## src/rtl/text_writer_pkg.sv

```systemverilog
// rtl/text_writer_pkg.sv - shared widths, attribute layout, control codes and cursor opcodes
//
// Purpose: common definitions imported by text_writer, text_cursor and text_writer_if.
// Cell word layout (VALUE_W bits): {attr_t, 8-bit character index}.
// Ports: none (package).
package text_writer_pkg;

    localparam int COL_W   = 7;   // column index width, covers up to 128 columns
    localparam int ROW_W   = 5;   // row index width, covers up to 32 rows
    localparam int COLOR_W = 4;
    localparam int SIZE_W  = 2;
    localparam int PART_W  = 2;

    typedef struct packed {
        logic [COLOR_W-1:0] fg;
        logic [COLOR_W-1:0] bg;
        logic [SIZE_W-1:0]  size;
        logic [PART_W-1:0]  part;
        logic               blink;
        logic               underline;
    } attr_t;

    localparam int ATTR_W  = $bits(attr_t);
    localparam int VALUE_W = ATTR_W + 8;

    localparam attr_t ATTR_RESET = '{
        fg:        {COLOR_W{1'b1}},
        bg:        '0,
        size:      '0,
        part:      '0,
        blink:     1'b0,
        underline: 1'b0
    };

    localparam logic [7:0] CTRL_BS  = 8'h08;
    localparam logic [7:0] CTRL_LF  = 8'h0A;
    localparam logic [7:0] CTRL_FF  = 8'h0C;
    localparam logic [7:0] CTRL_CR  = 8'h0D;
    localparam logic [7:0] CTRL_ESC = 8'h1B;

    localparam logic [7:0] ESC_CMD_FG   = 8'h46; // 'F'
    localparam logic [7:0] ESC_CMD_BG   = 8'h42; // 'B'
    localparam logic [7:0] ESC_CMD_ATTR = 8'h41; // 'A'
    localparam logic [7:0] ESC_CMD_X    = 8'h58; // 'X'
    localparam logic [7:0] ESC_CMD_Y    = 8'h59; // 'Y'

    typedef enum logic [2:0] {
        CUR_NONE,
        CUR_ADVANCE,
        CUR_CR,
        CUR_LF,
        CUR_BS,
        CUR_HOME,
        CUR_LOAD_X,
        CUR_LOAD_Y
    } cur_op_e;

    // DEL (0x7F) is treated like a control byte and dropped.
    function automatic logic is_printable(input logic [7:0] b);
        return (b >= 8'h20) && (b != 8'h7F);
    endfunction

endpackage

```

## src/rtl/text_writer_if.sv

```systemverilog
// rtl/text_writer_if.sv - byte input handshake plus video_memory write port bundle
//
// Purpose: groups the byte stream (in_data/in_valid/in_ready), status (busy, cursor)
// and the cell write port (write, xtextwrite, ytextwrite, value).
// Modports: master = byte source / memory side, slave = text_writer.
interface text_writer_if;
    import text_writer_pkg::*;

    logic [7:0]         in_data;
    logic               in_valid;
    logic               in_ready;
    logic               busy;
    logic [COL_W-1:0]   cursor_x;
    logic [ROW_W-1:0]   cursor_y;
    logic               write;
    logic [COL_W-1:0]   xtextwrite;
    logic [ROW_W-1:0]   ytextwrite;
    logic [VALUE_W-1:0] value;

    modport master (
        output in_data, in_valid,
        input  in_ready, busy, cursor_x, cursor_y,
        input  write, xtextwrite, ytextwrite, value
    );

    modport slave (
        input  in_data, in_valid,
        output in_ready, busy, cursor_x, cursor_y,
        output write, xtextwrite, ytextwrite, value
    );

endinterface

```

## src/rtl/text_writer_cursor.sv

```systemverilog
// rtl/text_writer_cursor.sv - text_cursor: x/y cursor register with advance, CR, LF, BS, home and clamped loads
//
// Purpose: holds the cursor position and applies one operation per cycle.
// Macro TEXT_WRITER_AUTOWRAP_EN: when defined, advancing past the last column
// wraps to column 0 of the next row; otherwise the cursor sticks at the last column.
// Ports: clk, rst_n (async active-low), op_i (cur_op_e), arg_i (load argument),
//        x_o/y_o (cursor position).
module text_cursor
    import text_writer_pkg::*;
#(
    parameter int COLS = 80,
    parameter int ROWS = 25
) (
    input  logic             clk,
    input  logic             rst_n,
    input  cur_op_e          op_i,
    input  logic [7:0]       arg_i,
    output logic [COL_W-1:0] x_o,
    output logic [ROW_W-1:0] y_o
);

    localparam logic [COL_W-1:0] X_MAX = COL_W'(COLS - 1);
    localparam logic [ROW_W-1:0] Y_MAX = ROW_W'(ROWS - 1);

    logic [COL_W-1:0] x_q, x_d;
    logic [ROW_W-1:0] y_q, y_d;
    logic [ROW_W-1:0] y_next;

    // No scrolling: the row index simply wraps.
    assign y_next = (y_q == Y_MAX) ? '0 : y_q + 1'b1;

    always_comb begin
        x_d = x_q;
        y_d = y_q;
        case (op_i)
            CUR_ADVANCE: begin
`ifdef TEXT_WRITER_AUTOWRAP_EN
                if (x_q == X_MAX) begin
                    x_d = '0;
                    y_d = y_next;
                end else begin
                    x_d = x_q + 1'b1;
                end
`else
                if (x_q != X_MAX) begin
                    x_d = x_q + 1'b1;
                end
`endif
            end
            CUR_CR:     x_d = '0;
            CUR_LF:     y_d = y_next;
            CUR_BS:     if (x_q != '0) x_d = x_q - 1'b1;
            CUR_HOME: begin
                x_d = '0;
                y_d = '0;
            end
            CUR_LOAD_X: x_d = (arg_i > 8'(COLS - 1)) ? X_MAX : arg_i[COL_W-1:0];
            CUR_LOAD_Y: y_d = (arg_i > 8'(ROWS - 1)) ? Y_MAX : arg_i[ROW_W-1:0];
            default: ;
        endcase
    end

    always_ff @(posedge clk or negedge rst_n) begin
        if (!rst_n) begin
            x_q <= '0;
            y_q <= '0;
        end else begin
            x_q <= x_d;
            y_q <= y_d;
        end
    end

    assign x_o = x_q;
    assign y_o = y_q;

endmodule

```

## src/rtl/text_writer.sv

```systemverilog
// rtl/text_writer.sv - byte stream to video_memory cell writer with cursor, attributes and clear
//
// Purpose: accepts bytes over a valid/ready handshake, prints printable bytes at the
// cursor, handles CR/LF/BS/FF and two-byte ESC sequences (F, B, A, X, Y).
// Macro TEXT_WRITER_AUTOWRAP_EN (consumed by text_cursor) selects cursor autowrap.
// Ports: clk, reset (async active-low), bus (text_writer_if.slave: in_data, in_valid,
//        in_ready, busy, cursor_x, cursor_y, write, xtextwrite, ytextwrite, value).
module text_writer
    import text_writer_pkg::*;
#(
    parameter int         COLS       = 80,
    parameter int         ROWS       = 25,
    parameter logic [7:0] BLANK_CHAR = 8'h20
) (
    input  logic         clk,
    input  logic         reset,
    text_writer_if.slave bus
);

    localparam logic [COL_W-1:0] X_MAX = COL_W'(COLS - 1);
    localparam logic [ROW_W-1:0] Y_MAX = ROW_W'(ROWS - 1);

    typedef enum logic [2:0] {
        S_IDLE,
        S_ESC_CMD,
        S_ESC_ARG,
        S_STROBE,
        S_RELEASE,
        S_CLR_SETUP,
        S_CLR_STROBE
    } state_e;

    state_e             state_q, state_d;
    logic [7:0]         esc_cmd_q, esc_cmd_d;
    attr_t              attr_q, attr_d;
    logic               write_q, write_d;
    logic [COL_W-1:0]   xw_q, xw_d;
    logic [ROW_W-1:0]   yw_q, yw_d;
    logic [VALUE_W-1:0] value_q, value_d;

    logic               ready;
    logic               accept;
    cur_op_e            cur_op;
    logic [COL_W-1:0]   cur_x;
    logic [ROW_W-1:0]   cur_y;

    assign ready  = (state_q == S_IDLE) || (state_q == S_ESC_CMD) || (state_q == S_ESC_ARG);
    assign accept = bus.in_valid && ready;

    text_cursor #(
        .COLS (COLS),
        .ROWS (ROWS)
    ) u_cursor (
        .clk   (clk),
        .rst_n (reset),
        .op_i  (cur_op),
        .arg_i (bus.in_data),
        .x_o   (cur_x),
        .y_o   (cur_y)
    );

    // The write address registers double as the clear-sweep counters; the
    // cell value is fixed at FF time so attributes cannot change mid-sweep.
    always_comb begin
        state_d   = state_q;
        esc_cmd_d = esc_cmd_q;
        attr_d    = attr_q;
        write_d   = write_q;
        xw_d      = xw_q;
        yw_d      = yw_q;
        value_d   = value_q;
        cur_op    = CUR_NONE;

        case (state_q)
            S_IDLE: begin
                if (accept) begin
                    if (is_printable(bus.in_data)) begin
                        xw_d    = cur_x;
                        yw_d    = cur_y;
                        value_d = {attr_q, bus.in_data};
                        state_d = S_STROBE;
                    end else begin
                        case (bus.in_data)
                            CTRL_CR:  cur_op = CUR_CR;
                            CTRL_LF:  cur_op = CUR_LF;
                            CTRL_BS:  cur_op = CUR_BS;
                            CTRL_FF: begin
                                xw_d    = '0;
                                yw_d    = '0;
                                value_d = {attr_q, BLANK_CHAR};
                                state_d = S_CLR_SETUP;
                            end
                            CTRL_ESC: state_d = S_ESC_CMD;
                            default: ;
                        endcase
                    end
                end
            end
            S_ESC_CMD: begin
                if (accept) begin
                    esc_cmd_d = bus.in_data;
                    state_d   = S_ESC_ARG;
                end
            end
            S_ESC_ARG: begin
                if (accept) begin
                    state_d = S_IDLE;
                    case (esc_cmd_q)
                        ESC_CMD_FG: attr_d.fg = bus.in_data[COLOR_W-1:0];
                        ESC_CMD_BG: attr_d.bg = bus.in_data[COLOR_W-1:0];
                        ESC_CMD_ATTR: begin
                            attr_d.blink     = bus.in_data[0];
                            attr_d.underline = bus.in_data[1];
                            attr_d.size      = bus.in_data[2 +: SIZE_W];
                            attr_d.part      = bus.in_data[4 +: PART_W];
                        end
                        ESC_CMD_X:  cur_op = CUR_LOAD_X;
                        ESC_CMD_Y:  cur_op = CUR_LOAD_Y;
                        default: ;
                    endcase
                end
            end
            // Address/value were loaded on the accepting edge, so write rises
            // one cycle after the address settles and falls one cycle later.
            S_STROBE: begin
                write_d = 1'b1;
                cur_op  = CUR_ADVANCE;
                state_d = S_RELEASE;
            end
            S_RELEASE: begin
                write_d = 1'b0;
                state_d = S_IDLE;
            end
            S_CLR_SETUP: begin
                write_d = 1'b1;
                state_d = S_CLR_STROBE;
            end
            S_CLR_STROBE: begin
                write_d = 1'b0;
                if (xw_q == X_MAX) begin
                    if (yw_q == Y_MAX) begin
                        cur_op  = CUR_HOME;
                        state_d = S_IDLE;
                    end else begin
                        xw_d    = '0;
                        yw_d    = yw_q + 1'b1;
                        state_d = S_CLR_SETUP;
                    end
                end else begin
                    xw_d    = xw_q + 1'b1;
                    state_d = S_CLR_SETUP;
                end
            end
            default: state_d = S_IDLE;
        endcase
    end

    always_ff @(posedge clk or negedge reset) begin
        if (!reset) begin
            state_q   <= S_IDLE;
            esc_cmd_q <= '0;
            attr_q    <= ATTR_RESET;
            write_q   <= 1'b0;
            xw_q      <= '0;
            yw_q      <= '0;
            value_q   <= '0;
        end else begin
            state_q   <= state_d;
            esc_cmd_q <= esc_cmd_d;
            attr_q    <= attr_d;
            write_q   <= write_d;
            xw_q      <= xw_d;
            yw_q      <= yw_d;
            value_q   <= value_d;
        end
    end

    assign bus.in_ready   = ready;
    assign bus.busy       = !ready;
    assign bus.cursor_x   = cur_x;
    assign bus.cursor_y   = cur_y;
    assign bus.write      = write_q;
    assign bus.xtextwrite = xw_q;
    assign bus.ytextwrite = yw_q;
    assign bus.value      = value_q;

endmodule
```

## src/flat_wrapper.sv

```systemverilog
// flat-port wrapper written by rule: the top's interface ports become plain ports
module text_writer_flat import text_writer_pkg::*;
#(
    parameter int         COLS       = 80,
    parameter int         ROWS       = 25,
    parameter logic [7:0] BLANK_CHAR = 8'h20
)
  (clk, reset, bus_in_data, bus_in_valid, bus_in_ready, bus_busy, bus_cursor_x, bus_cursor_y, bus_write, bus_xtextwrite, bus_ytextwrite, bus_value);
  text_writer_if bus_i ();
  input  logic clk;
  input  logic reset;
  input wire logic [$bits(bus_i.in_data)-1:0] bus_in_data;
  input wire logic [$bits(bus_i.in_valid)-1:0] bus_in_valid;
  output wire logic [$bits(bus_i.in_ready)-1:0] bus_in_ready;
  output wire logic [$bits(bus_i.busy)-1:0] bus_busy;
  output wire logic [$bits(bus_i.cursor_x)-1:0] bus_cursor_x;
  output wire logic [$bits(bus_i.cursor_y)-1:0] bus_cursor_y;
  output wire logic [$bits(bus_i.write)-1:0] bus_write;
  output wire logic [$bits(bus_i.xtextwrite)-1:0] bus_xtextwrite;
  output wire logic [$bits(bus_i.ytextwrite)-1:0] bus_ytextwrite;
  output wire logic [$bits(bus_i.value)-1:0] bus_value;
  assign bus_i.in_data = bus_in_data;
  assign bus_i.in_valid = bus_in_valid;
  assign bus_in_ready = bus_i.in_ready;
  assign bus_busy = bus_i.busy;
  assign bus_cursor_x = bus_i.cursor_x;
  assign bus_cursor_y = bus_i.cursor_y;
  assign bus_write = bus_i.write;
  assign bus_xtextwrite = bus_i.xtextwrite;
  assign bus_ytextwrite = bus_i.ytextwrite;
  assign bus_value = bus_i.value;
  text_writer #(.COLS(COLS), .ROWS(ROWS), .BLANK_CHAR(BLANK_CHAR)) u_core (.clk(clk), .reset(reset), .bus(bus_i));
endmodule
```

## config.mk

```make
export PLATFORM = sky130hd
export DESIGN_NAME = text_writer_flat
export DESIGN_NICKNAME = d
export VERILOG_FILES = /design/src/rtl/text_writer_pkg.sv /design/src/rtl/text_writer_if.sv /design/src/rtl/text_writer_cursor.sv /design/src/rtl/text_writer.sv /design/src/flat_wrapper.sv
export SDC_FILE = /design/constraint.sdc
export NUM_CORES = 1
export LEC_CHECK = 0
export CELL_PAD_IN_SITES_DETAIL_PLACEMENT = 1
export CELL_PAD_IN_SITES_GLOBAL_PLACEMENT = 1
export CORE_ASPECT_RATIO = 0.5
export CORE_UTILIZATION = 42
export DETAILED_ROUTE_END_ITERATION = 10
export PLACE_DENSITY_LB_ADDON = 0.3
export SLEW_MARGIN = 20
export SYNTH_ARGS = -nofsm -noshare
export SYNTH_HDL_FRONTEND = slang
export SYNTH_SLANG_ARGS = --single-unit
export TNS_END_PERCENT = 50
```

## constraint.sdc

```tcl
create_clock -name clk -period 4 [get_ports clk]
set_input_delay 0.6 -clock clk [delete_from_list [all_inputs] [get_ports clk]]
set_output_delay 0.6 -clock clk [all_outputs]
set_load 0.1 [all_outputs]
```

==> metrics.md <==
| Metric | Value |
|---|---|
| RD Place Congestion | 0.9240 |
| Synth cell types | 64 |
| Post-CTS setup buffer count | 0 |
| Gr usage total | 0.2552 |
| I/O pins | 60 |
| Final hold slack | 264.2 ps |
| Grt met3 use | 0.04813 |
| Largest net degree at the start of global routing | 49 |
| Final number of max-transition violations | 0 |
| Total die area | 10100 um2 |
| Starting Density | 0.4498 |
| Sequential cell area fraction in the yosys report | 0.4444 |
| CTS Buffer Depth | 2 |
| GR met2 Demand/Resource | 0.4131 |
| Drt first pass iters | 4 |
| Slew @ Worst Pin | 996.8 ps |
| Delay-heaviest family, CP | compound AO/OA/AOI/OAI gates |
| Final nets | 498 |
| Most Used Layer, Global Route | met2 |
| Status | finished, final reports clean |
| Synth async-reset ratio | 1.000 |
| Post-route DRC | 0 |
| Max-slew headroom at the worst pin | 0.3334 |
| RSZ-0062 raised after global routing | no |
| Slowest CP cell | or4b_4 |
| Wirelength, routed | 11800 um |
| Vias in the first global route | 3576 |
| DRT iter0 DRCs | 217 |
| Max-cap check violation count | 0 |
| Peak Freq | 0.2727 GHz |
| Clk_lat worst skew | 340 ps |
| Hold Path Class | input pin to asynchronous set/reset pin |
| Fillers | 1000 |
| Buf/Inv on CP | 2 |
| Via count | 3461 |
| R2R Setup Slk | 670 ps |
| Top FF cell, synth | dfrtp_1 |
| Total CTS buffers | 9 |
| Tcrit/Tclk final | 0.9167 |
| Reg-to-reg critical path startpoint | u_core.state_q[0] |
| Top-count cell post-synth | dfrtp_1 |
| CTS tree | done |
| Syn Area/Cell | 10.06 um2 |
| Final setup vio count | 0 |
| Period minus WS final | 3667 ps |
| Die Span X | 141.1 um |
| Cell taking the most area after synthesis | dfrtp_1 |
| RR Endpoint | u_core.u_cursor.x_o[6] |
| R2R depth | 11 |
| Hold_buf cts | 0 |
| Post_cts resized | 0 |
| Post-synth EDFFs | 0 |
| Final TNS setup | 0 ps |
| Cell chain of the critical path | clkdlybuf4s50_1, or4b_4, nor4_4, nand2_1, inv_1, ha_1, a211oi_1, o21bai_1, a21oi_1, xnor2_1, a31oi_1, o32a_1 |
| CP max stage delay | 590 ps |
| Post-Route Skew | 8.377 ps |
| Share of layout cells above drive strength 1 | 0.1788 |
| Root buf cell | clkbuf_16 |
| Non-filler instance count after layout | 611 |
| Syn. warnings | 0 |
| Vias/cell | 5.664 |
| Data required time of the worst path | 4230 ps |
| Port Buffers | 59 |
| Routed WL per cell | 19.31 um |
| Critical path launch point type | input pin |
| Commonest cells in the netlist | dfrtp_1 (68), nor2_1 (39), mux2_2 (34), a21oi_1 (33), o21ai_0 (19) |
| Clk slew on worst S/H paths | 60 ps |
| First-pass GRT wire length | 19750 um |
| Final hold viol count | 0 |
| Detail Route Antenna Nets | 0 |
| Core area | 9039 um2 |
| CP max FO | 5 |
| Cell Area, Synth | 4065 um2 |
| Critical path arrival | 3890 ps |
| Syn-to-layout area delta | 27.58% |
| Synthesized flop and latch total | 72 |
| Cell Rows | 24 |
| GRT overflow | 0 |
| Ant. Diodes | 0 |
| CTS Sinks | 72 |
| H-tree depth | 3 |
| Synth top area share | 0.4186 |
| Crit path depth | 12 |
| Mapped Cells | 404 |
| Placed Instances | 595 |
| Area contributors post-synth | dfrtp_1 (42%), mux2_2 (9.4%), a21oi_1 (4.1%) |
| Die Height | 71.57 um |
| Path type of the worst setup path | input pin to flop |
| Critical path endpoint category | flop |
| HPWL after DPL | 7927 um |
| Initial antenna violation count | 0 |
| Met1 Use GR | 0.3578 |
| Syn_nets | 426 |
[worst max-delay path by stage]
| stage | endpoint | from | slack, ps |
|---|---|---|---|
| after floorplan | bus_busy | u_core.state_q[1] | 190 |
| after global placement | u_core.u_cursor.x_o[6] | bus_in_data[5] | 110 |
| after detailed placement | u_core.u_cursor.x_o[6] | bus_in_data[5] | 60 |
| after CTS | u_core.u_cursor.x_o[6] | bus_in_data[5] | 360 |
| after global routing | u_core.u_cursor.x_o[6] | bus_in_data[5] | 180 |
| final | u_core.u_cursor.x_o[6] | bus_in_data[5] | 330 |
[cell families after synthesis]
kind of cell               Yosys count  synth area share
muxes                               36           0.09911
xor gates and xnor gates             5           0.01077
buffers and inverters               32           0.03447
adders and majority gates           11           0.03570
and+or+nand+nor                    135            0.1841
AOI/OAI and AO/OA                  113            0.1914
DFF                                 72            0.4444
[layout by cell type, fill, tap and decap left out, types with 4 or more instances in the layout]
master	Yosys	final
a211oi_1	4	4
a21oi_1	33	33
a22o_1	13	13
a31oi_1	8	8
and3_1	6	6
buf_4	1	21
clkbuf_16	0	9
clkdlybuf4s50_1	0	58
dfrtp_1	68	68
dfstp_2	4	4
ha_1	10	10
inv_1	14	14
mux2_2	34	34
nand2_1	18	18
nand2b_1	5	5
nand3_1	14	14
nand4_1	5	5
nor2_1	39	39
nor2b_1	7	7
nor3_1	11	11
nor4_1	6	6
o21ai_0	19	19
o32a_1	6	6
or3_1	4	4
[sequential cells by signal (all words and copies together), names as in the netlist]
signal / cells
u_core.bus.write: 1
u_core.attr_q: 14
u_core.esc_cmd_q: 8
u_core.u_cursor.y_o: 5
u_core.bus.xtextwrite: 7
u_core.bus.ytextwrite: 5
u_core.state_q: 3
u_core.bus.value: 22
u_core.u_cursor.x_o: 7
[per-layer routing]
layer	part of all wire	routed length, um
met1	0.50	5932
met2	0.45	5315
met3	0.038	447
met4	0.0090	106
met5	0	0
[per-stage QoR]
| step | util | setup WS (ps) | cell area [um2] |
|---|---|---|---|
| after floorplan | - | 194.2 | 4065 |
| after global placement | 0.5404 | 112.4 | 4885 |
| after detailed placement | 0.5404 | 56.27 | 4885 |
| after CTS | 0.5735 | 364.8 | 5184 |
| after global routing | 0.5738 | 182.4 | 5186 |
| final | 0.5738 | 333.4 | 5186 |
[cell type report]
class                           count  area (um2)  area share
Clock buffer                       10       229.0     0.04415
Clock inverter                      6       70.07     0.01351
Inverter                           14       52.55     0.01013
Multi-Input combinational cell    300        2127      0.4101
Sequential cell                    72        1807      0.3484
Tap cell                          130       162.7     0.03136
Timing Repair Buffer               79       738.2      0.1423
[worst reg2reg max path, delay by kind of cell, from the launching register on]
kind	cells	cell delay [ps]
compound gates	5	1230
simple gates	3	970
flops	1	390
fa+ha+maj	1	310
buf+inv	1	160
xor+xnor	1	160
Power is not shown: default switching activity piles up to over one toggle a cycle in this logic, so the estimate is an artifact.
